### config.mk
export PLATFORM = sky130hd
export DESIGN_NAME = keypad_scanner_flat
export DESIGN_NICKNAME = d
export VERILOG_FILES = /design/src/rtl/keypad_scanner_if.sv /design/src/rtl/keypad_scanner.sv /design/src/flat_wrapper.sv
export SDC_FILE = /design/constraint.sdc
export NUM_CORES = 1
export LEC_CHECK = 0
export BUFFER_PORTS_ARGS = -buffer_cell sky130_fd_sc_hd__buf_2
export CORE_MARGIN = 5
export CORE_UTILIZATION = 31
export CTS_BUF_LIST = sky130_fd_sc_hd__clkbuf_4
export CTS_CLUSTER_DIAMETER = 150
export DETAILED_ROUTE_END_ITERATION = 12
export HOLD_SLACK_MARGIN = 0.15
export SLEW_MARGIN = 0
export SYNTH_ARGS = -nofsm -noshare
export SYNTH_HDL_FRONTEND = slang
export SYNTH_SLANG_ARGS = --single-unit
### constraint.sdc
create_clock -name clock -period 6.4 [get_ports clock]
set_input_delay 0.64 -clock clock [delete_from_list [all_inputs] [get_ports clock]]
set_output_delay 0.64 -clock clock [all_outputs]
set_load 0.01 [all_outputs]
### src/rtl/keypad_scanner_if.sv
// Keypad-side bundle for keypad_scanner: row returns in,
// column drive plus key code / data-available out.
interface keypad_scanner_if;
    logic [3:0] row;
    logic [3:0] col;
    logic [3:0] data;
    logic       dav;

    modport master (
        input  row,
        output col,
        output data,
        output dav
    );

    modport slave (
        output row,
        input  col,
        input  data,
        input  dav
    );
endinterface

### src/rtl/keypad_scanner.sv
// 4x4 matrix keypad scanner: column sweep, row synchroniser,
// press/release debounce, registered key code and dav strobe.
module keypad_scanner #(
    parameter int SCAN_CYCLES     = 4,
    parameter int DEBOUNCE_CYCLES = 8
) (
    input  logic             clock,
    input  logic             reset,
    keypad_scanner_if.master kp
);
    localparam int MAX_CYCLES =
        (SCAN_CYCLES > DEBOUNCE_CYCLES) ? SCAN_CYCLES : DEBOUNCE_CYCLES;
    localparam int CW = $clog2(MAX_CYCLES + 1);
    localparam logic [CW-1:0] SCAN_LAST = CW'(SCAN_CYCLES - 1);
    localparam logic [CW-1:0] DEB_DONE  = CW'(DEBOUNCE_CYCLES);
    localparam logic [CW-1:0] ONE       = CW'(1);

    typedef enum logic [2:0] {
        SCAN,
        DEB_PRESS,
        LATCH,
        HOLD,
        RELEASE
    } state_e;

    state_e        state_q, state_d;
    logic [3:0]    row_meta_q, row_s_q;
    logic [1:0]    col_idx_q, col_idx_d;
    logic [1:0]    row_idx_q, row_idx_d;
    logic [CW-1:0] cnt_q, cnt_d;
    logic [3:0]    data_q, data_d;
    logic          dav_q, dav_d;
    logic [1:0]    low_row;
    logic          tracked;
    logic [CW-1:0] cnt_inc;

    always_ff @(posedge clock) begin
        if (reset) begin
            row_meta_q <= 4'hF;
            row_s_q    <= 4'hF;
        end else begin
            row_meta_q <= kp.row;
            row_s_q    <= row_meta_q;
        end
    end

    // Several rows low in one column: the lowest index wins.
    always_comb begin
        low_row = 2'd0;
        priority case (1'b1)
            !row_s_q[0]: low_row = 2'd0;
            !row_s_q[1]: low_row = 2'd1;
            !row_s_q[2]: low_row = 2'd2;
            !row_s_q[3]: low_row = 2'd3;
            default:     low_row = 2'd0;
        endcase
    end

    assign tracked = row_s_q[row_idx_q];
    assign cnt_inc = cnt_q + ONE;

    always_comb begin
        state_d   = state_q;
        col_idx_d = col_idx_q;
        row_idx_d = row_idx_q;
        cnt_d     = cnt_q;
        data_d    = data_q;
        dav_d     = dav_q;
        unique case (state_q)
            SCAN: begin
                if (cnt_q == SCAN_LAST) begin
                    if (row_s_q != 4'hF) begin
                        row_idx_d = low_row;
                        cnt_d     = ONE;
                        if (DEBOUNCE_CYCLES == 1) begin
                            state_d = LATCH;
                            data_d  = {low_row, col_idx_q};
                        end else begin
                            state_d = DEB_PRESS;
                        end
                    end else begin
                        col_idx_d = col_idx_q + 2'd1;
                        cnt_d     = '0;
                    end
                end else begin
                    cnt_d = cnt_inc;
                end
            end
            DEB_PRESS: begin
                if (tracked) begin
                    state_d   = SCAN;
                    col_idx_d = col_idx_q + 2'd1;
                    cnt_d     = '0;
                end else if (cnt_inc == DEB_DONE) begin
                    state_d = LATCH;
                    data_d  = {row_idx_q, col_idx_q};
                    cnt_d   = '0;
                end else begin
                    cnt_d = cnt_inc;
                end
            end
            LATCH: begin
                state_d = HOLD;
                dav_d   = 1'b1;
                cnt_d   = '0;
            end
            HOLD: begin
                if (tracked) begin
                    if (DEBOUNCE_CYCLES == 1) begin
                        state_d   = SCAN;
                        dav_d     = 1'b0;
                        col_idx_d = col_idx_q + 2'd1;
                        cnt_d     = '0;
                    end else begin
                        state_d = RELEASE;
                        cnt_d   = ONE;
                    end
                end
            end
            RELEASE: begin
                if (!tracked) begin
                    state_d = HOLD;
                    cnt_d   = '0;
                end else if (cnt_inc == DEB_DONE) begin
                    state_d   = SCAN;
                    dav_d     = 1'b0;
                    col_idx_d = col_idx_q + 2'd1;
                    cnt_d     = '0;
                end else begin
                    cnt_d = cnt_inc;
                end
            end
            default: begin
                state_d = SCAN;
                cnt_d   = '0;
            end
        endcase
    end

    always_ff @(posedge clock) begin
        if (reset) begin
            state_q   <= SCAN;
            col_idx_q <= 2'd0;
            row_idx_q <= 2'd0;
            cnt_q     <= '0;
            data_q    <= 4'h0;
            dav_q     <= 1'b0;
        end else begin
            state_q   <= state_d;
            col_idx_q <= col_idx_d;
            row_idx_q <= row_idx_d;
            cnt_q     <= cnt_d;
            data_q    <= data_d;
            dav_q     <= dav_d;
        end
    end

    assign kp.col  = ~(4'b0001 << col_idx_q);
    assign kp.data = data_q;
    assign kp.dav  = dav_q;
endmodule

### src/flat_wrapper.sv
// flat-port wrapper written by rule: the top's interface ports become plain ports
module keypad_scanner_flat 
#(
    parameter int SCAN_CYCLES     = 4,
    parameter int DEBOUNCE_CYCLES = 8
)
  (clock, reset, kp_row, kp_col, kp_data, kp_dav);
  keypad_scanner_if kp_i ();
  input  logic clock;
  input  logic reset;
  input wire logic [$bits(kp_i.row)-1:0] kp_row;
  output wire logic [$bits(kp_i.col)-1:0] kp_col;
  output wire logic [$bits(kp_i.data)-1:0] kp_data;
  output wire logic [$bits(kp_i.dav)-1:0] kp_dav;
  assign kp_i.row = kp_row;
  assign kp_col = kp_i.col;
  assign kp_data = kp_i.data;
  assign kp_dav = kp_i.dav;
  keypad_scanner #(.SCAN_CYCLES(SCAN_CYCLES), .DEBOUNCE_CYCLES(DEBOUNCE_CYCLES)) u_core (.clock(clock), .reset(reset), .kp(kp_i));
endmodule
After elaboration in Yosys (flattened, before gate mapping)
Index checks and enable logic that the tools add are counted.
- register bits after elaboration: 24
- bits in latches: 0
- bits in writable memories: 0
- memory bits (read-only): 0
- bits of input ports: 6
- output and inout bits: 9
- word-level logic and storage cells: 68
- memories kept: 0
- $add $sub $neg: 2
- multiply operators: 0
- divide/modulo/power cells: 0
- order comparisons: 1
- equality and inequality tests: 16
- shift-type cells: 1
- mux-type cells: 30
- bitwise logic cells: 2
- reductions and logical operators: 8
- operators by type and width (kind ; number):
    two-way mux 3 bit ; 7
    two-way mux 4 bit ; 5
    two-way mux 2 bit ; 9
    one-hot mux 4 bit (4 select lines) ; 1
    one-hot mux 3 bit (5 select lines) ; 1
    != test 2 x 1 -> 1 bit (second input constant) ; 6
    AND reduction 3 bit ; 3
    == test 3 x 2 -> 1 bit (second input constant) ; 2
    one-hot mux 2 bit (3 select lines) ; 1
    AND reduction 6 bit ; 1
    AND reduction 5 bit ; 1
    adder 4 x 1 -> 4 bit (second input constant) ; 1
    == test 4 x 2 -> 1 bit (second input constant) ; 1
    == test 4 bit (second input constant) ; 1
    two-way mux 1 bit ; 4
    != test 4 bit (second input constant) ; 1
    inverter 4 bit ; 1
    left shift 1 x 2 -> 4 bit (first input constant) ; 1
    == test 3 x 1 -> 1 bit (second input constant) ; 1
    == test 3 bit (second input constant) ; 1
    zero test 3 bit ; 1
    < comparator 2 x 3 -> 1 bit (second input constant) ; 1
    != test 3 x 1 -> 1 bit (second input constant) ; 1
    != test 3 bit (second input constant) ; 1
    other kinds (7) ; 7

Logic depth before layout (Yosys ltp)
Gate-level depths: netlist of the first run.
- depth in word-level cells: 5
- mapped depth: 6
- gate-level depth less buffers: 6

Worst setup path after synthesis of the first run
OpenSTA, ideal clock, no wires.
- kind: reg-to-reg
- start: register u_core.row_idx_q[0]
- end: register u_core.state_q[0]
- setup time: 0.135 ns
- arrival: 1.882 ns
- setup slack: 4.384 ns
- cell stages (with the launch flop): 6
- cells stage by stage: dfxtp_1 > mux4_2 > or3_4 > a211oi_4 > or3_2 > o21ai_0
- cells in the longest elaborated chain, start to end: 4
- elaborated cells on any way between the ends: 9
- those cells by class: eq/ne: 3; mux: 5; reduce/logical: 1
- ends and longest elaborated chain (item ; line ; RTL):
    start: declaration ; keypad_scanner.sv:29 ; logic [1:0] row_idx_q, row_idx_d;
    start signal: assignment ; keypad_scanner.sv:151 ; row_idx_q <= row_idx_d;
    binary-select mux 1 bit (select 2 bit) * ; keypad_scanner.sv:59 ; assign tracked = row_s_q[row_idx_q];
    two-way mux 1 bit (implied by the code) * ; keypad_scanner.sv:59 ;
    != test 3 bit (no line), or another cell as far along ; -- ;
    AND reduction 5 bit (no line) / one-hot mux 3 bit (5 select lines) (equally long branches) ; -- ;
    end signal: assignment ; keypad_scanner.sv:149 ; state_q <= state_d;
    end: declaration ; keypad_scanner.sv:26 ; state_e state_q, state_d;
Every way passes the cells marked *; elsewhere a longest branch is shown, timed or not. The select of a mux whose other input is x is not followed.
A chain may end at the register's enable or synchronous reset.

Worst setup path in the final report of the first run
- start: register u_core.cnt_q[0]
- end: register u_core.col_idx_q[1]
- cells in the longest elaborated chain, start to end: 4
- elaborated cells on any way between the ends: 6
- those cells by class: add/sub: 1; eq/ne: 4; reduce/logical: 1
- ends and longest elaborated chain (item ; line ; RTL):
    start: declaration ; keypad_scanner.sv:30 ; logic [CW-1:0] cnt_q, cnt_d;
    start signal: assignment ; keypad_scanner.sv:152 ; cnt_q <= cnt_d;
    adder 4 x 1 -> 4 bit ; keypad_scanner.sv:60 ; assign cnt_inc = cnt_q + ONE;
    == test 4 bit ; keypad_scanner.sv:124 ; end else if (cnt_inc == DEB_DONE) begin
    != test 2 x 1 -> 1 bit (no line) ; -- ;
    AND reduction 6 bit (no line) * ; -- ;
    end signal: assignment ; keypad_scanner.sv:150 ; col_idx_q <= col_idx_d;
    end: declaration ; keypad_scanner.sv:28 ; logic [1:0] col_idx_q, col_idx_d;
Every way passes the cells marked *; elsewhere a longest branch is shown, timed or not.

==> qor.yml, run 1 <==
tightest_slew_ps: 595
synthMuxAreaShare_pct: 7.63
ys_warn_count: 0
port_buffers: 14
wl_per_cell_um: 11.8
min_path_cells: 1
reg2reg_to: "u_core.col_idx_q[1]"
cp_max_fo: 7
start_util_pct: 32.9
hpwlAfterDp_um: 1720
yosysMostFrequentCell: "dfxtp_1"
timing.slew.headroom_pct: 60.0
dieArea_sq_mm: 0.00533
fp.dieH_um: 73.0
yosys.area_share.xor_xnor_pct: 1.42
path_buf_inv: 0
yosysSeqAreaShare_pct: 39.1
drt_first_pass_iters: 4
ys_types: 47
synth_area_sq_mm: 0.00123
criticalPathCategory: "reg2reg"
cts_num_sinks: 24
synth_compound_area_share_pct: 17.8
final_core_util_pct: 36.2
crit_slowest_cell: "or3b_2"
antenna_found_initial: 0
power.density_mw_per_mm2: 221
final_antenna_net_count: 0
hold_slack_ps: 421
path_clk_slew_ps: 130
r2r-start: "u_core.cnt_q[0]"
holdBufCountCts: 0
hp-class: "reg2reg"
rows: 22
timing_hold_violations_final: 0
cp.arrival_ps: 2440
start_kind: "flop"
synth_fp_nets: 147
synth_fa_ha_area_share_pct: 5.09
num_io_pins: 15
grt-ovfl-total: 0
clock_latency_ps: 310
yosys.area.top_type: "dfxtp_1"
min_from: "u_core.row_meta_q[0]"
whs_endpoint: "u_core.row_s_q[0]"
slowest_delay_ps: 530
dp_worst_setup_slack_ps: 4200
synthToLayoutAreaGrowth_pct: 10.2
diodes: 0
vdd_drop_max_mv: 0.113
drt-total-wl_um: 2330
status: "complete, no violations"
synth-edff-count: 0
critical_path.top_delay_family: "simple AND/OR/NAND/NOR gates"
critPathRequiredTime_ps: 6610
drc: 0
drt-vias-per-instance: 5.00
drt_iter0_markers: 52
reg2regPathDepth: 6
finalSetupTns_ps: 0
async_flop_share_pct: 0
path_cells: "ha_1 -> or3b_2 -> o21a_1 -> a2111oi_2 -> mux2i_1 -> nor2_1"
cap_violations: 0
fin_crit_ps: 2230
finClkSkew_ps: 9.56
syn_avg_cell_area_sq_um: 9.04
vias: 985
rsz0062_at_grt: "false"
finalSetupViolations: 0
synth_top_family_by_area: "simple AND/OR/NAND/NOR gates"
ys_ff_latch: 24
grt_max_degree: 24
netlist.area_leader.share_pct: 39.1
cts_tree: "built"
p_leak_nw: 0.557
synth_common_cells: "24 x dfxtp_1, 12 x nor2_1, 10 x inv_1, 10 x nand2_1, 8 x or2_2"
cts_resized: 0
cts.root.buffer_cell: "clkbuf_4"
nets: 161
fin_ws_ps: 4170
grt_pass1_wl_um: 4220
place_congestion: 0.851
synth_ff_type: "dfxtp_1"
grt_pass1_vias: 914
cts_max_path_buffers: 2
die_w_um: 73.0
synth_cells: 136
post-cts-setup-buffer-count: 0
core_sq_mm: 0.00374
htreeDepth: 1
cts_buffers: 3
ff2ff_setup_slack_ps: 4170
slew_violations: 0
yosys.area_share.simple_pct: 23.4
clock.fmax_mhz: 449
synth_area_leaders: "dfxtp_1 39%, ha_1 5.1%, mux2i_1 4.9%"
min_period_over_period_pct: 34.8
grtUsageTotal_pct: 9.81
drive_gt1_share_pct: 22.8
fillCellCount: 408
cp-end-kind: "flop"
flip-flops by register name, summed over array words and instances (netlist names):
name,flops
u_core.state_q,3
u_core.cnt_q,4
u_core.row_meta_q,4
u_core.row_s_q,4
u_core.col_idx_q,2
u_core.kp.dav,1
u_core.kp.data,4
u_core.row_idx_q,2
worst max path at each step:
| stage | to | slack (ps) | startpoint | cells after the start |
|---|---|---|---|---|
| after global placement | u_core.col_idx_q[1] | 4200 | u_core.cnt_q[0] | 6 |
| after CTS | u_core.col_idx_q[1] | 4160 | u_core.cnt_q[0] | 6 |
| after global routing | u_core.cnt_q[2] | 3970 | u_core.row_idx_q[0] | 4 |
| after floorplan | u_core.state_q[0] | 4380 | u_core.row_idx_q[0] | 5 |
| after detailed placement | u_core.col_idx_q[1] | 4200 | u_core.cnt_q[0] | 6 |
| final | u_core.col_idx_q[1] | 4170 | u_core.cnt_q[0] | 6 |
power breakdown:
part / internal [W] / switching, W
Clock: 0.0000228 / 0.0000430
Combinational: 0.0000287 / 0.0000308
Sequential: 0.000160 / 0.0000144
cell type report:
class	count	area [sq um]	share of cell area, %
Timing Repair Buffer	14	70.1	5.17
Clock buffer	3	22.5	1.66
Inverter	10	37.5	2.77
Clock inverter	1	3.75	0.277
Sequential cell	24	480	35.5
Tap cell	48	60.1	4.43
Multi-Input combinational cell	97	681	50.2
stage by stage:
stage          power [W]  instances  cell area (sq um)
6_report        0.000300        197               1360
5_1_grt         0.000326        197               1360
4_1_cts         0.000306        197               1360
3_5_place_dp    0.000237        193               1330
3_3_place_gp    0.000235        193               1330
2_1_floorplan   0.000222        136               1230
cell usage in the layout (no fill, tap or decap), drive strengths merged, types with 4 or more instances in the layout:
| master | synthesis | routed |
|---|---|---|
| a211oi | 4 | 4 |
| a21oi | 6 | 6 |
| buf | 3 | 14 |
| dfxtp | 24 | 24 |
| ha | 5 | 5 |
| inv | 10 | 10 |
| mux2i | 6 | 6 |
| nand2 | 10 | 10 |
| nor2 | 12 | 12 |
| nor3 | 4 | 4 |
| o21ai | 5 | 5 |
| or2 | 8 | 8 |
cells by family (layout without fill, tap and decap cells):
logic type | after synthesis | after routing
AOI/OAI and AO/OA | 29 | 29
xor gates and xnor gates | 2 | 2
buffers and inverters | 15 | 28
adders and majority gates | 5 | 5
DFF | 24 | 24
muxes | 8 | 8
and+or+nand+nor | 53 | 53
metal layers:
layer	GRT usage, %	vias up	part of all wire, %
met5	0	-	0
met4	1.23	0	0.51
met3	3.31	4	5.6
met2	15.4	20	45
met1	13.4	454	49
li1	-	507	-
Note: power is estimated with default switching activity, not from simulation.
==> run 2, diff against run 1 <==
--- a/config.mk
+++ b/config.mk
@@ -5,6 +5,7 @@
 export SDC_FILE = /design/constraint.sdc
 export NUM_CORES = 1
 export LEC_CHECK = 0
+export ABC_AREA = 1
 export BUFFER_PORTS_ARGS = -buffer_cell sky130_fd_sc_hd__buf_2
 export CORE_MARGIN = 5
 export CORE_UTILIZATION = 31
==> constraint.sdc (replaced) <==
create_clock -name clock -period 1.8 [get_ports clock]
set_input_delay 0.18 -clock clock [delete_from_list [all_inputs] [get_ports clock]]
set_output_delay 0.18 -clock clock [all_outputs]
set_load 0.01 [all_outputs]
==> run 2 against run 1 <==
- clock power rose to 6.1 times the previous value
- count of clock-buffer cells in the layout stayed put
- global-route usage shrank 0.16 points
- synthesized cell count rose by 23%
- sequential cell count stayed put
- critical path type unchanged
- via count rose by 10%
- register-to-register slack worse by 3900 ps
- largest cell class unchanged
- first-iteration DRC count fell by 9.6%
- total power grew to 6.8 times the previous value
- utilization increased by 0.87 points
- wire length up 3.9%
- worst hold slack worse by 240 ps
==> qor.yml, run 2 <==
dr_wl_met2_um: 1100
critPathRequiredTime_ps: 2040
ys_ff_latch: 24
drt-vias-per-instance: 4.56
grtUsageTotal_pct: 9.65
post-cts-setup-buffer-count: 0
drive_gt1_share_pct: 26.6
cts.root.buffer_cell: "clkbuf_4"
power.total_w: 0.00204
netlist.area_leader.share_pct: 38.7
final_common_cell: "nand2_1"
design_area_sq_mm: 0.00146
wl_per_cell_um: 10.2
status: "complete, no violations"
drc: 0
path_clk_slew_ps: 140
grt_pass1_wl_um: 3990
cts_num_sinks: 24
die_w_um: 73.2
cts_tree: "built"
cp-end-kind: "flop"
clock.fmax_mhz: 646
synthToLayoutAreaGrowth_pct: 17.9
power.density_mw_per_mm2: 1400
timing_hold_violations_final: 0
slew_violations: 0
cp.arrival_ps: 1790
finClkSkew_ps: 7.70
finalSetupTns_ps: 0
place_congestion: 0.915
final_antenna_net_count: 0
htreeDepth: 1
synth_area_leaders: "dfxtp_1 39%, nand2_1 11%, ha_1 5.0%"
synth_ff_type: "dfxtp_1"
wl_met1_um: 1150
grt-ovfl-total: 0
hold_slack_ps: 181
cts_buffers: 3
drt-total-wl_um: 2430
place_area_sq_mm: 0.00137
min_period_over_period_pct: 86.0
rsz0062_at_grt: "false"
p_leak_nw: 0.670
drt_first_pass_iters: 4
syn_avg_cell_area_sq_um: 7.42
dieArea_sq_mm: 0.00536
vdd_drop_max_mv: 0.431
diodes: 0
highest_layer: "met4"
drt_iter0_markers: 47
rows: 23
synth_cells: 167
start_kind: "flop"
fin_crit_ps: 1550
cts_max_path_buffers: 2
layout_common_cells: "35 x nand2_1, 24 x dfxtp_1, 16 x inv_1"
hp-class: "in2reg"
core_sq_mm: 0.00394
synth_fp_nets: 178
synth_area_sq_mm: 0.00124
timing.slew.headroom_pct: 80.4
vias: 1085
yosysSeqAreaShare_pct: 38.7
cp_max_fo: 6
antenna_found_initial: 0
yosysMostFrequentCell: "nand2_1"
criticalPathCategory: "reg2reg"
yosys.area.top_type: "dfxtp_1"
fp.dieH_um: 73.2
async_flop_share_pct: 0
tightest_slew_ps: 293
synth_common_cells: "35 x nand2_1, 24 x dfxtp_1, 16 x inv_1"
clock_latency_ps: 320
ys_types: 23
wl_met3_um: 119
hpwlAfterDp_um: 1890
dp_worst_setup_slack_ps: 263
nets: 200
grt_max_degree: 17
port_buffers: 14
finalSetupViolations: 0
num_io_pins: 15
ys_warn_count: 0
grt_pass1_vias: 905
cts_resized: 0
synth-edff-count: 0
fin_ws_ps: 252
start_util_pct: 31.5
cap_violations: 0
[run 2: changes by cell type after synthesis, moves of 3 or more]
cell / previous run / this run
nand3_1: 3 / 12
nor2_2: 0 / 3
mux2i_1: 6 / 0
nand2_2: 0 / 8
inv_1: 10 / 16
nor2_1: 12 / 15
a21oi_1: 6 / 12
o21ai_0: 4 / 8
nand4_1: 1 / 4
nand2_1: 10 / 35
inv_2: 0 / 4
[run 2: worst paths after layout]
check                                     startpoint                  end  slack [ps]  depth (start not counted)
worst max-delay path                 u_core.cnt_q[0]  u_core.col_idx_q[1]         250                          8
worst min-delay path                           reset      u_core.cnt_q[0]         180                          2
worst max register to register       u_core.cnt_q[0]  u_core.col_idx_q[1]         250                          8
worst min register to register  u_core.row_meta_q[1]    u_core.row_s_q[1]         430                          1
[run 2: routing by layer]
layer	GRT usage (%)	up-vias
met4	5.53	0
met5	0	-
li1	-	579
met1	11.9	481
met2	15.4	20
met3	2.07	5
[run 2: power breakdown]
part           switching, W  internal [W]
clock network      0.000173      0.000225
registers          0.000101      0.000620
logic              0.000572      0.000352
[run 2: area by class of cell]
class                      instances  area [sq um]
fill                             418          2480
clock buffer                       3          22.5
clock inverter                     1          30.0
timing repair buffer              18           110
tap                               50          62.6
multi-input combinational        122           681
sequential                        24           480
inverter                          20          75.1
[run 2: what timing repair did]
action                                 in CTS  in global routing
endpoints found under the hold margin       4                  0
hold buffers                                4                  0
setup endpoints to repair                   0                  0
[run 2: worst max-delay path, stage by stage, from the launching register on]
cell and delay (ps):
dfxtp_1 440, ha_1 210, nand2_1 150, nand2_2 160, nand2_2 90, nor3_4 230, nand2_1 80, nand2_1 60
nor2_1 40
[run 2: cell families after synthesis]
logic type      Yosys count  synth area share [%]
buf+inv                  21                  6.36
simple gates             95                  40.5
compound gates           22                  9.39
flops                    24                  38.7
fa+ha+maj                 5                  5.05
[run 2: per-stage QoR]
step	cells	util, %
detailed placement	230	34.7
global route	238	37.1
CTS	238	37.1
floorplan	167	-
global placement	230	34.7
finish	238	37.1
